## src/rtl/reg_wb_arbiter_pkg.sv

```systemverilog
`default_nettype none
// ============================================================================
//  Module      : reg_wb_arbiter_pkg
//  Description : Shared constants for the register-file write-back arbiter:
//                datapath widths, register-file write modes and requester
//                indices.
//  Revision    : 1.0  initial release
// ============================================================================
package reg_wb_arbiter_pkg;

    localparam int WIDTH        = 32;
    localparam int REG_ADDR_LEN = 5;

    // Register-file write modes; WM_ILLEGAL requests are dropped with err.
    typedef enum logic [1:0] {
        WM_WORD    = 2'd0,
        WM_HALF    = 2'd1,
        WM_BYTE    = 2'd2,
        WM_ILLEGAL = 2'd3
    } wmode_e;

    // Requester indices into the per-requester vectors.
    localparam int REQ_ALU = 0;
    localparam int REQ_MEM = 1;
    localparam int NUM_REQ = 2;

endpackage
`default_nettype wire

```

## src/rtl/reg_wb_arbiter_wb_fifo.sv

```systemverilog
`default_nettype none
// ============================================================================
//  Module      : wb_fifo
//  Description : DEPTH-entry write-back request FIFO. Stores {addr,data,mode}
//                per entry and exposes every entry's valid bit and address so
//                the parent can answer register hazard queries.
//  Ports       : clk, rst            clock, synchronous active-high reset
//                i_push              enqueue i_addr/i_data/i_mode (ignored when full)
//                i_pop               dequeue the head (ignored when empty)
//                o_full, o_empty     occupancy flags
//                o_head_*            head entry contents
//                o_entry_valid       per-slot valid bits
//                o_entry_addr        per-slot addresses, slot i at [i*ADDR_LEN +: ADDR_LEN]
//  Revision    : 1.0  initial release
// ============================================================================
module wb_fifo #(
    parameter int WIDTH    = 32,
    parameter int ADDR_LEN = 5,
    parameter int DEPTH    = 2
) (
    input  logic                     clk,
    input  logic                     rst,
    input  logic                     i_push,
    input  logic                     i_pop,
    input  logic [ADDR_LEN-1:0]      i_addr,
    input  logic [WIDTH-1:0]         i_data,
    input  logic [1:0]               i_mode,
    output logic                     o_full,
    output logic                     o_empty,
    output logic [ADDR_LEN-1:0]      o_head_addr,
    output logic [WIDTH-1:0]         o_head_data,
    output logic [1:0]               o_head_mode,
    output logic [DEPTH-1:0]         o_entry_valid,
    output logic [DEPTH*ADDR_LEN-1:0] o_entry_addr
);

    localparam int                  c_ptr_w     = $clog2(DEPTH);
    localparam logic [c_ptr_w-1:0]  c_ptr_one   = 1;
    localparam logic [c_ptr_w:0]    c_full_cnt  = (c_ptr_w+1)'(DEPTH);

    logic [ADDR_LEN-1:0] r_addr [DEPTH];
    logic [WIDTH-1:0]    r_data [DEPTH];
    logic [1:0]          r_mode [DEPTH];
    logic [DEPTH-1:0]    r_valid;
    logic [c_ptr_w-1:0]  r_wr_ptr;
    logic [c_ptr_w-1:0]  r_rd_ptr;
    logic [c_ptr_w:0]    r_count;

    logic w_do_push;
    logic w_do_pop;

    assign o_full    = (r_count == c_full_cnt);
    assign o_empty   = (r_count == '0);
    assign w_do_push = i_push && !o_full;
    assign w_do_pop  = i_pop && !o_empty;

    // Payload storage carries no reset; slot validity is tracked by r_valid.
    always_ff @(posedge clk) begin
        if (w_do_push) begin
            r_addr[r_wr_ptr] <= i_addr;
            r_data[r_wr_ptr] <= i_data;
            r_mode[r_wr_ptr] <= i_mode;
        end
    end

    // Pointers are log2(DEPTH) wide, so they wrap modulo DEPTH naturally.
    // A push never targets the slot being popped: a push needs a free slot
    // and a pop needs an occupied one, so wr_ptr != rd_ptr whenever both fire.
    always_ff @(posedge clk) begin
        if (rst) begin
            r_wr_ptr <= '0;
            r_rd_ptr <= '0;
            r_count  <= '0;
            r_valid  <= '0;
        end else begin
            if (w_do_push) begin
                r_valid[r_wr_ptr] <= 1'b1;
                r_wr_ptr          <= r_wr_ptr + c_ptr_one;
            end
            if (w_do_pop) begin
                r_valid[r_rd_ptr] <= 1'b0;
                r_rd_ptr          <= r_rd_ptr + c_ptr_one;
            end
            r_count <= r_count + {{c_ptr_w{1'b0}}, w_do_push}
                               - {{c_ptr_w{1'b0}}, w_do_pop};
        end
    end

    assign o_head_addr   = r_addr[r_rd_ptr];
    assign o_head_data   = r_data[r_rd_ptr];
    assign o_head_mode   = r_mode[r_rd_ptr];
    assign o_entry_valid = r_valid;

    for (genvar gi = 0; gi < DEPTH; gi++) begin : g_entry
        assign o_entry_addr[gi*ADDR_LEN +: ADDR_LEN] = r_addr[gi];
    end

endmodule
`default_nettype wire

```

## src/rtl/reg_wb_arbiter.sv

```systemverilog
`default_nettype none
// ============================================================================
//  Module      : reg_wb_arbiter
//  Description : Shares the register file's single write port between the
//                ALU (requester 0) and memory-load (requester 1) write-back
//                paths. Each requester has a DEPTH-entry FIFO; one entry is
//                popped per cycle onto a registered write port. A hazard query
//                reports whether a register still has a write in flight.
//  Ports       : clk, rst                  clock, synchronous active-high reset
//                req_valid/req_ready [1:0] per-requester handshake
//                req_addr/data/mode{0,1}   request payload (mode 3 is illegal)
//                w_en, rc, dataC, w_mode   registered register-file write port
//                qa / q_pending            hazard query address / result
//                err                       one-cycle pulse on an illegal drop
//                busy                      FIFO occupied or write on the port
//  Config      : define REG_WB_RR_EN for round-robin arbitration; otherwise
//                fixed priority MEM over ALU.
//  Revision    : 1.0  initial release
// ============================================================================
module reg_wb_arbiter #(
    parameter int WIDTH    = reg_wb_arbiter_pkg::WIDTH,
    parameter int ADDR_LEN = reg_wb_arbiter_pkg::REG_ADDR_LEN,
    parameter int DEPTH    = 2
) (
    input  logic                clk,
    input  logic                rst,
    input  logic [1:0]          req_valid,
    output logic [1:0]          req_ready,
    input  logic [ADDR_LEN-1:0] req_addr0,
    input  logic [ADDR_LEN-1:0] req_addr1,
    input  logic [WIDTH-1:0]    req_data0,
    input  logic [WIDTH-1:0]    req_data1,
    input  logic [1:0]          req_mode0,
    input  logic [1:0]          req_mode1,
    output logic                w_en,
    output logic [ADDR_LEN-1:0] rc,
    output logic [WIDTH-1:0]    dataC,
    output logic [1:0]          w_mode,
    input  logic [ADDR_LEN-1:0] qa,
    output logic                q_pending,
    output logic                err,
    output logic                busy
);

    import reg_wb_arbiter_pkg::*;

    logic [ADDR_LEN-1:0]       w_req_addr [NUM_REQ];
    logic [WIDTH-1:0]          w_req_data [NUM_REQ];
    logic [1:0]                w_req_mode [NUM_REQ];

    logic [NUM_REQ-1:0]        w_accept;
    logic [NUM_REQ-1:0]        w_push;
    logic [NUM_REQ-1:0]        w_illegal;
    logic [NUM_REQ-1:0]        w_full;
    logic [NUM_REQ-1:0]        w_empty;
    logic [NUM_REQ-1:0]        w_pop;

    logic [ADDR_LEN-1:0]       w_head_addr [NUM_REQ];
    logic [WIDTH-1:0]          w_head_data [NUM_REQ];
    logic [1:0]                w_head_mode [NUM_REQ];
    logic [DEPTH-1:0]          w_ent_valid [NUM_REQ];
    logic [DEPTH*ADDR_LEN-1:0] w_ent_addr  [NUM_REQ];

    logic                      w_match;

    logic                      r_w_en;
    logic [ADDR_LEN-1:0]       r_rc;
    logic [WIDTH-1:0]          r_data;
    logic [1:0]                r_mode;
    logic                      r_err;

    assign w_req_addr[REQ_ALU] = req_addr0;
    assign w_req_addr[REQ_MEM] = req_addr1;
    assign w_req_data[REQ_ALU] = req_data0;
    assign w_req_data[REQ_MEM] = req_data1;
    assign w_req_mode[REQ_ALU] = req_mode0;
    assign w_req_mode[REQ_MEM] = req_mode1;

    // Per-requester accept/drop decode and FIFO. Writes to r0 are dropped
    // silently before the mode is even considered; illegal modes to any
    // other register are dropped and flagged.
    for (genvar gi = 0; gi < NUM_REQ; gi++) begin : g_req
        assign req_ready[gi] = !w_full[gi] && !rst;
        assign w_accept[gi]  = req_valid[gi] && req_ready[gi];
        assign w_push[gi]    = w_accept[gi] && (w_req_addr[gi] != '0)
                               && (w_req_mode[gi] != WM_ILLEGAL);
        assign w_illegal[gi] = w_accept[gi] && (w_req_addr[gi] != '0)
                               && (w_req_mode[gi] == WM_ILLEGAL);

        wb_fifo #(
            .WIDTH    (WIDTH),
            .ADDR_LEN (ADDR_LEN),
            .DEPTH    (DEPTH)
        ) u_fifo (
            .clk           (clk),
            .rst           (rst),
            .i_push        (w_push[gi]),
            .i_pop         (w_pop[gi]),
            .i_addr        (w_req_addr[gi]),
            .i_data        (w_req_data[gi]),
            .i_mode        (w_req_mode[gi]),
            .o_full        (w_full[gi]),
            .o_empty       (w_empty[gi]),
            .o_head_addr   (w_head_addr[gi]),
            .o_head_data   (w_head_data[gi]),
            .o_head_mode   (w_head_mode[gi]),
            .o_entry_valid (w_ent_valid[gi]),
            .o_entry_addr  (w_ent_addr[gi])
        );
    end

`ifdef REG_WB_RR_EN
    // Last winner: 1 = MEM. Resetting to MEM lets the ALU win the first tie.
    logic r_last;

    always_ff @(posedge clk) begin
        if (rst) begin
            r_last <= 1'b1;
        end else if (|w_pop) begin
            r_last <= w_pop[REQ_MEM];
        end
    end
`endif

    // Grant: at most one pop per cycle, only from non-empty FIFOs.
    always_comb begin
        w_pop = '0;
        if (!w_empty[REQ_MEM] && !w_empty[REQ_ALU]) begin
`ifdef REG_WB_RR_EN
            if (r_last) begin
                w_pop[REQ_ALU] = 1'b1;
            end else begin
                w_pop[REQ_MEM] = 1'b1;
            end
`else
            w_pop[REQ_MEM] = 1'b1;
`endif
        end else if (!w_empty[REQ_MEM]) begin
            w_pop[REQ_MEM] = 1'b1;
        end else if (!w_empty[REQ_ALU]) begin
            w_pop[REQ_ALU] = 1'b1;
        end
    end

    // Registered write port; address/data/mode hold when nothing pops.
    always_ff @(posedge clk) begin
        if (rst) begin
            r_w_en <= 1'b0;
            r_rc   <= '0;
            r_data <= '0;
            r_mode <= '0;
            r_err  <= 1'b0;
        end else begin
            r_err  <= |w_illegal;
            r_w_en <= |w_pop;
            if (w_pop[REQ_MEM]) begin
                r_rc   <= w_head_addr[REQ_MEM];
                r_data <= w_head_data[REQ_MEM];
                r_mode <= w_head_mode[REQ_MEM];
            end else if (w_pop[REQ_ALU]) begin
                r_rc   <= w_head_addr[REQ_ALU];
                r_data <= w_head_data[REQ_ALU];
                r_mode <= w_head_mode[REQ_ALU];
            end
        end
    end

    // Hazard match over every buffered entry plus the write on the port.
    always_comb begin
        w_match = r_w_en && (r_rc == qa);
        for (int r = 0; r < NUM_REQ; r++) begin
            for (int e = 0; e < DEPTH; e++) begin
                if (w_ent_valid[r][e] && (w_ent_addr[r][e*ADDR_LEN +: ADDR_LEN] == qa)) begin
                    w_match = 1'b1;
                end
            end
        end
    end

    assign q_pending = (qa != '0) && w_match;
    assign busy      = !(&w_empty) || r_w_en;
    assign w_en      = r_w_en;
    assign rc        = r_rc;
    assign dataC     = r_data;
    assign w_mode    = r_mode;
    assign err       = r_err;

endmodule
`default_nettype wire

```

## config.mk

```make
export PLATFORM = sky130hd
export DESIGN_NAME = reg_wb_arbiter
export DESIGN_NICKNAME = d
export VERILOG_FILES = /design/src/rtl/reg_wb_arbiter_pkg.sv /design/src/rtl/reg_wb_arbiter_wb_fifo.sv /design/src/rtl/reg_wb_arbiter.sv
export SDC_FILE = /design/constraint.sdc
export NUM_CORES = 1
export LEC_CHECK = 0
export BUFFER_PORTS_ARGS = -buffer_cell sky130_fd_sc_hd__buf_2
export CORE_ASPECT_RATIO = 0.7
export CORE_UTILIZATION = 50
export CTS_CLUSTER_SIZE = 10
export DETAILED_ROUTE_END_ITERATION = 7
export HOLD_SLACK_MARGIN = 0.05
export PLACE_DENSITY = 0.83
export SLEW_MARGIN = 20
export SYNTH_ARGS = -nofsm -noshare
export SYNTH_HDL_FRONTEND = slang
export SYNTH_SLANG_ARGS = --single-unit
```

## constraint.sdc

```tcl
create_clock -name clk -period 3.6 [get_ports clk]
set_clock_uncertainty 0.1 [all_clocks]
set_input_delay 1.08 -clock clk [delete_from_list [all_inputs] [get_ports clk]]
set_output_delay 1.08 -clock clk [all_outputs]
set_load 0.1 [all_outputs]
```

==> metrics.txt, run 1 <==
crit path kind=primary input to primary output; Hold Buf Count CTS=0; gr ovfl total=0; CTS clk-pin slew, worst paths=0.05 ns; Cells after Synth=532; initial antenna violation count=2; layout cells sized above 1=27.3%; row count=38; RSZ-0062 raised after global routing=false; post-synthesis area per instance=15.0 sq um; DR DRC count=0; total track usage=22.0%; crit path DAT=2.28 ns; CTS tree=yes; Slew @ Worst Pin=1.07 ns; drt total wl=17700 um; CTS Buffer Depth=3; Worst Hold Class=flop to flop; Layout Cells excl Fill=885; EDFF count, synth=156; Initial Utilization=51.2%; DR vias/cell=5.50; Synth Warn #=0; kind of end point of the critical path=primary output; number of global-route vias before repair=4927; GP Congestion=0.868; # IOs=132; Pre-Repair DR Iteration Count=5; global-route wire length before repair=27300 um; Post-Syn Area=0.00797 sq mm; area grow syn2layout=20.4%; met1 global-route usage=29.3%; Buffers on Ports=131; via count=4869; core region area=0.0155 sq mm; clock latency on the worst-skew pair=0.51 ns; Rel. slew slack=28.6%; die area=0.0165 sq mm; post-synthesis sequential area ratio=72.6%; Die W=153 um; top_reg_cell synth=edfxtp_1; crit share post-route=96.0%; Net Count, Synth=621; CP startpoint kind=primary input; post-DP HPWL=11300 um; cts repair resizes=0; post-DR wirelength/cell=20.0 um; post-route setup TNS=0 ns; CP Max Fanout=6; ys async rst share=0%; Leak=0.00353 uW; CTS root buffer=clkbuf_16; Peak VDD IR=0.605 mV; # setup viols final=0; flop and latch count out of synthesis=211; most common cell after layout, fill and taps aside=edfxtp_1; largest net degree at the start of global routing=42; Setup WS post-layout=0.144 ns; CTS Buf Count=25; Filler cells=1195; hold violation count in the final report=0; met2 Use GR=36.4%; P per Cell Area=800 mW/mm^2; total power=7680 uW; initial drt markers=237; Max-cap violations=0; outcome=finished, final reports clean; critical path data required time=2.42 ns; commonest cells after routing, fill and taps aside=edfxtp_1 (156), buf_2 (130), mux2i_1 (76), dfxtp_1 (53), nor2_1 (49); final worst path period need=3.46 ns; met3 Usage GRT=5.48%; FMAX=0.289 GHz; htree depth=1; Place WS=0.165 ns; Netlist cell types=37; Final nets=755; placed cells=839; setup repair bufs after CTS=0; Die Y=108 um; clk sink count=211; fin. max-slew vios=0; antenna-violating nets left=0; Cell Area, Placed=0.00887 sq mm; GRT Max-Usage Layer=met2; fin area=0.00960 sq mm
==> where the power goes <==
| group | internal [uW] | switching [uW] | leakage [uW] | total (uW) |
|---|---|---|---|---|
| registers | 2860 | 166 | 0.00188 | 3020 |
| logic | 605 | 1820 | 0.00131 | 2430 |
| clock network | 1320 | 910 | 0.000344 | 2230 |
==> cells in the mapped netlist, types with 2 or more instances <==
| cell type | count | share of area [%] |
|---|---|---|
| nor4_1 | 5 | 0.39 |
| o221a_1 | 2 | 0.28 |
| xor2_1 | 21 | 2.3 |
| dfxtp_1 | 55 | 14 |
| a211oi_1 | 2 | 0.19 |
| nor2b_1 | 2 | 0.16 |
| nand2_1 | 3 | 0.14 |
| and2_1 | 2 | 0.16 |
| buf_4 | 2 | 0.19 |
| inv_1 | 4 | 0.19 |
| o22ai_1 | 38 | 3.0 |
| o2111a_2 | 2 | 0.31 |
| nor2_1 | 50 | 2.4 |
| a21oi_1 | 43 | 2.7 |
| o211ai_1 | 2 | 0.19 |
| xnor2_1 | 10 | 1.1 |
| mux2i_1 | 76 | 9.5 |
| edfxtp_1 | 156 | 59 |
| buf_1 | 3 | 0.14 |
| buf_2 | 12 | 0.75 |
| nor2b_4 | 2 | 0.35 |
| o21a_1 | 2 | 0.19 |
| or4_4 | 2 | 0.28 |
| nand3_1 | 6 | 0.38 |
| ha_1 | 2 | 0.31 |
| clkbuf_1 | 17 | 0.80 |
==> through the flow <==
step | utilization, % | hold WS [ns]
6_report | 61.7 | 0.383
5_1_grt | 61.7 | 0.409
4_1_cts | 61.7 | 0.389
3_5_place_dp | 57.1 | 0.374
3_3_place_gp | 56.9 | 0.361
2_1_floorplan | - | 0.340
==> final cells by class <==
cell class | count | area [sq um] | share of cell area (%)
tap | 200 | 250 | 2.61
timing repair buffer | 141 | 766 | 7.98
antenna | 1 | 2.50 | 0.0261
sequential | 211 | 5790 | 60.3
clock inverter | 2 | 17.5 | 0.183
multi-input combinational | 282 | 2050 | 21.4
clock buffer | 43 | 703 | 7.33
inverter | 5 | 18.8 | 0.196
==> per-layer routing <==
metal / routed length [um] / vias to the layer above
met3: 1330 / 28
met5: 0 / -
met1: 7730 / 2393
li1: - / 2270
met4: 355 / 0
met2: 8240 / 178
==> cells by family (layout without fill, tap and decap cells) <==
group / Yosys count / after routing / synth area share [%]
adders and majority gates: 2 / 2 / 0.314
muxes: 77 / 77 / 9.69
other: 0 / 1 / 0
xor gates and xnor gates: 31 / 31 / 3.41
DFF: 211 / 211 / 72.6
buffers and inverters: 39 / 191 / 2.12
AOI/OAI and AO/OA: 94 / 94 / 7.13
and+or+nand+nor: 78 / 78 / 4.73
==> state kept, by name (all words and copies together), names as in the netlist, named ones only <==
name and count:
g_req.u_fifo.r_data 128, dataC 32, g_req.u_fifo.r_addr 20, g_req.u_fifo.r_mode 8
rc 5, g_req.u_fifo.o_entry_valid 4, g_req.u_fifo.r_count 4, g_req.u_fifo.r_rd_ptr 2
g_req.u_fifo.r_wr_ptr 2, w_mode 2, err 1, w_en 1
==> path summary, 6_finish.rpt <==
path	start	to	slack, ns	cells past startpoint
setup / recovery	qa[2]	q_pending	0.14	7
hold / removal	dataC[4]	dataC[4]	0.38	2
setup reg to reg	g_req[0].u_fifo.r_count[0]	g_req[0].u_fifo.r_data[0][10]	1.06	5
hold reg to reg	dataC[4]	dataC[4]	0.38	2
==> critical path, cell delays in order <==
cell,delay [ns]
buf_2,0.16
xor2_1,0.16
nor4_1,0.30
nand3_1,0.10
nand3_1,0.11
o22a_2,0.19
buf_12,0.17
Note: power is estimated with default switching activity, not from simulation.
==> run 2, diff against run 1 <==
==> constraint.sdc (replaced) <==
create_clock -name clk -period 3.6 [get_ports clk]
set_clock_uncertainty 0.1 [all_clocks]
set_input_delay 0.54 -clock clk [delete_from_list [all_inputs] [get_ports clk]]
set_output_delay 0.54 -clock clk [all_outputs]
set_load 0.1 [all_outputs]
==> run 2 against run 1 <==
Compared with the run above: global-route usage is 0.12 points lower; clock-buffer cell count stayed put; critical path depth shrank 1; first-iteration DRC count rose by 42%; maximum frequency grew 13%; routed wire length decreased by 0.16%.
==> metrics.txt, run 2 (synthesized netlist as in run 1, its figures left out) <==
initial antenna violation count=4 (was 2); gr ovfl total=0 (unchanged); global-route wire length before repair=27300 um (about the same); Cell Area, Placed=0.00885 sq mm (was 0.00887 sq mm); Filler cells=1139 (was 1195); Final nets=754 (was 755); post-DR wirelength/cell=19.9 um (was 20.0 um); row count=38 (unchanged); cts repair resizes=0 (unchanged); Slew @ Worst Pin=1.12 ns (was 1.07 ns); # setup viols final=0 (unchanged); crit path DAT=2.42 ns (was 2.28 ns); FMAX=0.327 GHz (was 0.289 GHz); Initial Utilization=51.2% (unchanged); Hold Buf Count CTS=0 (unchanged); CTS root buffer=clkbuf_16 (unchanged); post-route setup TNS=0 ns (unchanged); Worst Hold Class=primary input to flop (was flop to flop); CP Max Fanout=2 (was 6); Rel. slew slack=25.1% (was 28.6%); initial drt markers=336 (was 237); commonest cells after routing, fill and taps aside=edfxtp_1 (156), buf_2 (131), mux2i_1 (76), dfxtp_1 (53), nor2_1 (49) (was edfxtp_1 (156), buf_2 (130), mux2i_1 (76), dfxtp_1 (53), nor2_1 (49)); DR DRC count=0 (unchanged); RSZ-0062 raised after global routing=false (unchanged); total power=7610 uW (was 7680 uW); largest net degree at the start of global routing=42 (unchanged); die area=0.0165 sq mm (unchanged); Die Y=108 um (unchanged); CTS clk-pin slew, worst paths=0.05 ns (about the same); critical path data required time=2.96 ns (was 2.42 ns); CTS Buffer Depth=3 (unchanged); CTS Buf Count=25 (unchanged); GP Congestion=0.885 (was 0.868); final worst path period need=3.06 ns (was 3.46 ns); number of global-route vias before repair=5066 (was 4927); number of flip-flops in the largest register=128 (unchanged); kind of end point of the critical path=primary output (unchanged); Leak=0.00351 uW (was 0.00353 uW); antenna-violating nets left=0 (unchanged); final core utilization=61.5% (was 61.7%); area grow syn2layout=20.0% (was 20.4%); post-DP HPWL=11500 um (was 11300 um); clock latency on the worst-skew pair=0.50 ns (was 0.51 ns); # IOs=132 (unchanged); clk sink count=211 (unchanged); Peak VDD IR=0.542 mV (was 0.605 mV); Pre-Repair DR Iteration Count=5 (unchanged); total track usage=21.9% (was 22.0%); fin. max-slew vios=0 (unchanged); DR vias/cell=5.55 (was 5.50); Biggest register=g_req.u_fifo.r_data (unchanged); core region area=0.0155 sq mm (unchanged); most common cell after layout, fill and taps aside=edfxtp_1 (unchanged); CP startpoint kind=flop (was primary input); outcome=finished, final reports clean (unchanged); hold violation count in the final report=0 (unchanged); fin area=0.00956 sq mm (was 0.00960 sq mm); crit path kind=flop to primary output (was primary input to primary output); Max-cap violations=0 (unchanged); Buffers on Ports=131 (unchanged); P per Cell Area=796 mW/mm^2 (was 800 mW/mm^2); via count=4913 (was 4869); setup repair bufs after CTS=0 (unchanged); drt total wl=17600 um (was 17700 um); Die W=153 um (unchanged); CTS tree=yes (unchanged); layout cells sized above 1=26.6% (was 27.3%); crit share post-route=85.1% (was 96.0%); htree depth=1 (unchanged)
==> run 2: changes by cell type in the layout (fill, tap and decap cells not counted) <==
cell,delta
buf_4,-2
o22a_2,-1
and2_2,+1
buf_16,-1
buf_12,+1
o22a_1,+1
clkbuf_8,-1
a21oi_2,-2
clkbuf_1,+1
buf_2,+1
diode_2,+1
a21oi_1,+2
and2_4,-1
==> run 2: stage by stage <==
| step | setup slack, ns | hold WS (ns) | cells |
|---|---|---|---|
| 2_1_floorplan | -0.620 | 0.340 | 532 |
| 3_3_place_gp | 0.886 | 0.361 | 838 |
| 3_5_place_dp | 0.743 | 0.377 | 838 |
| 4_1_cts | 0.585 | 0.110 | 883 |
| 5_1_grt | 0.484 | 0.108 | 883 |
| 6_report | 0.538 | 0.124 | 885 |
==> run 2: path summary, 6_finish.rpt <==
kind                                 from                             to  slack, ns  cells after the start
min reg2reg                      dataC[7]                       dataC[7]       0.39                      2
max reg2reg    g_req[1].u_fifo.r_count[0]  g_req[1].u_fifo.r_data[1][13]       1.12                      4
max          g_req[1].u_fifo.r_addr[1][2]                      q_pending       0.54                      6
min                         req_data1[30]  g_req[1].u_fifo.r_data[1][30]       0.12                      1
==> run 2: layout make-up <==
class / count / area [sq um] / area share, %
Timing Repair Buffer: 140 / 748 / 7.83
Inverter: 5 / 18.8 / 0.196
Tap cell: 200 / 250 / 2.62
Clock inverter: 2 / 17.5 / 0.183
Sequential cell: 211 / 5790 / 60.5
Clock buffer: 43 / 693 / 7.25
Multi-Input combinational cell: 282 / 2040 / 21.3
Antenna cell: 2 / 5.00 / 0.0523
==> run 2: per-layer routing <==
layer	global-route usage, %	wire [um]	share of wire, %	up-vias
li1	-	-	-	2270
met1	27.7	7220	41	2390
met2	38.2	8540	48	218
met3	5.68	1580	8.9	31
met4	4.33	267	1.5	4
met5	0	18	0.10	-
==> run 2: critical path, cell delays in order (launching register included) <==
cell and delay [ns]:
edfxtp_1 0.41, xor2_1 0.18, nor4_1 0.41, nand3_1 0.16, nand3_1 0.15, o22a_1 0.17
buf_2 0.42
==> run 2: power by group <==
part / switching, uW / internal (uW)
clock network: 902 / 1300
registers: 215 / 2860
logic: 1760 / 579
total: 2880 / 4740
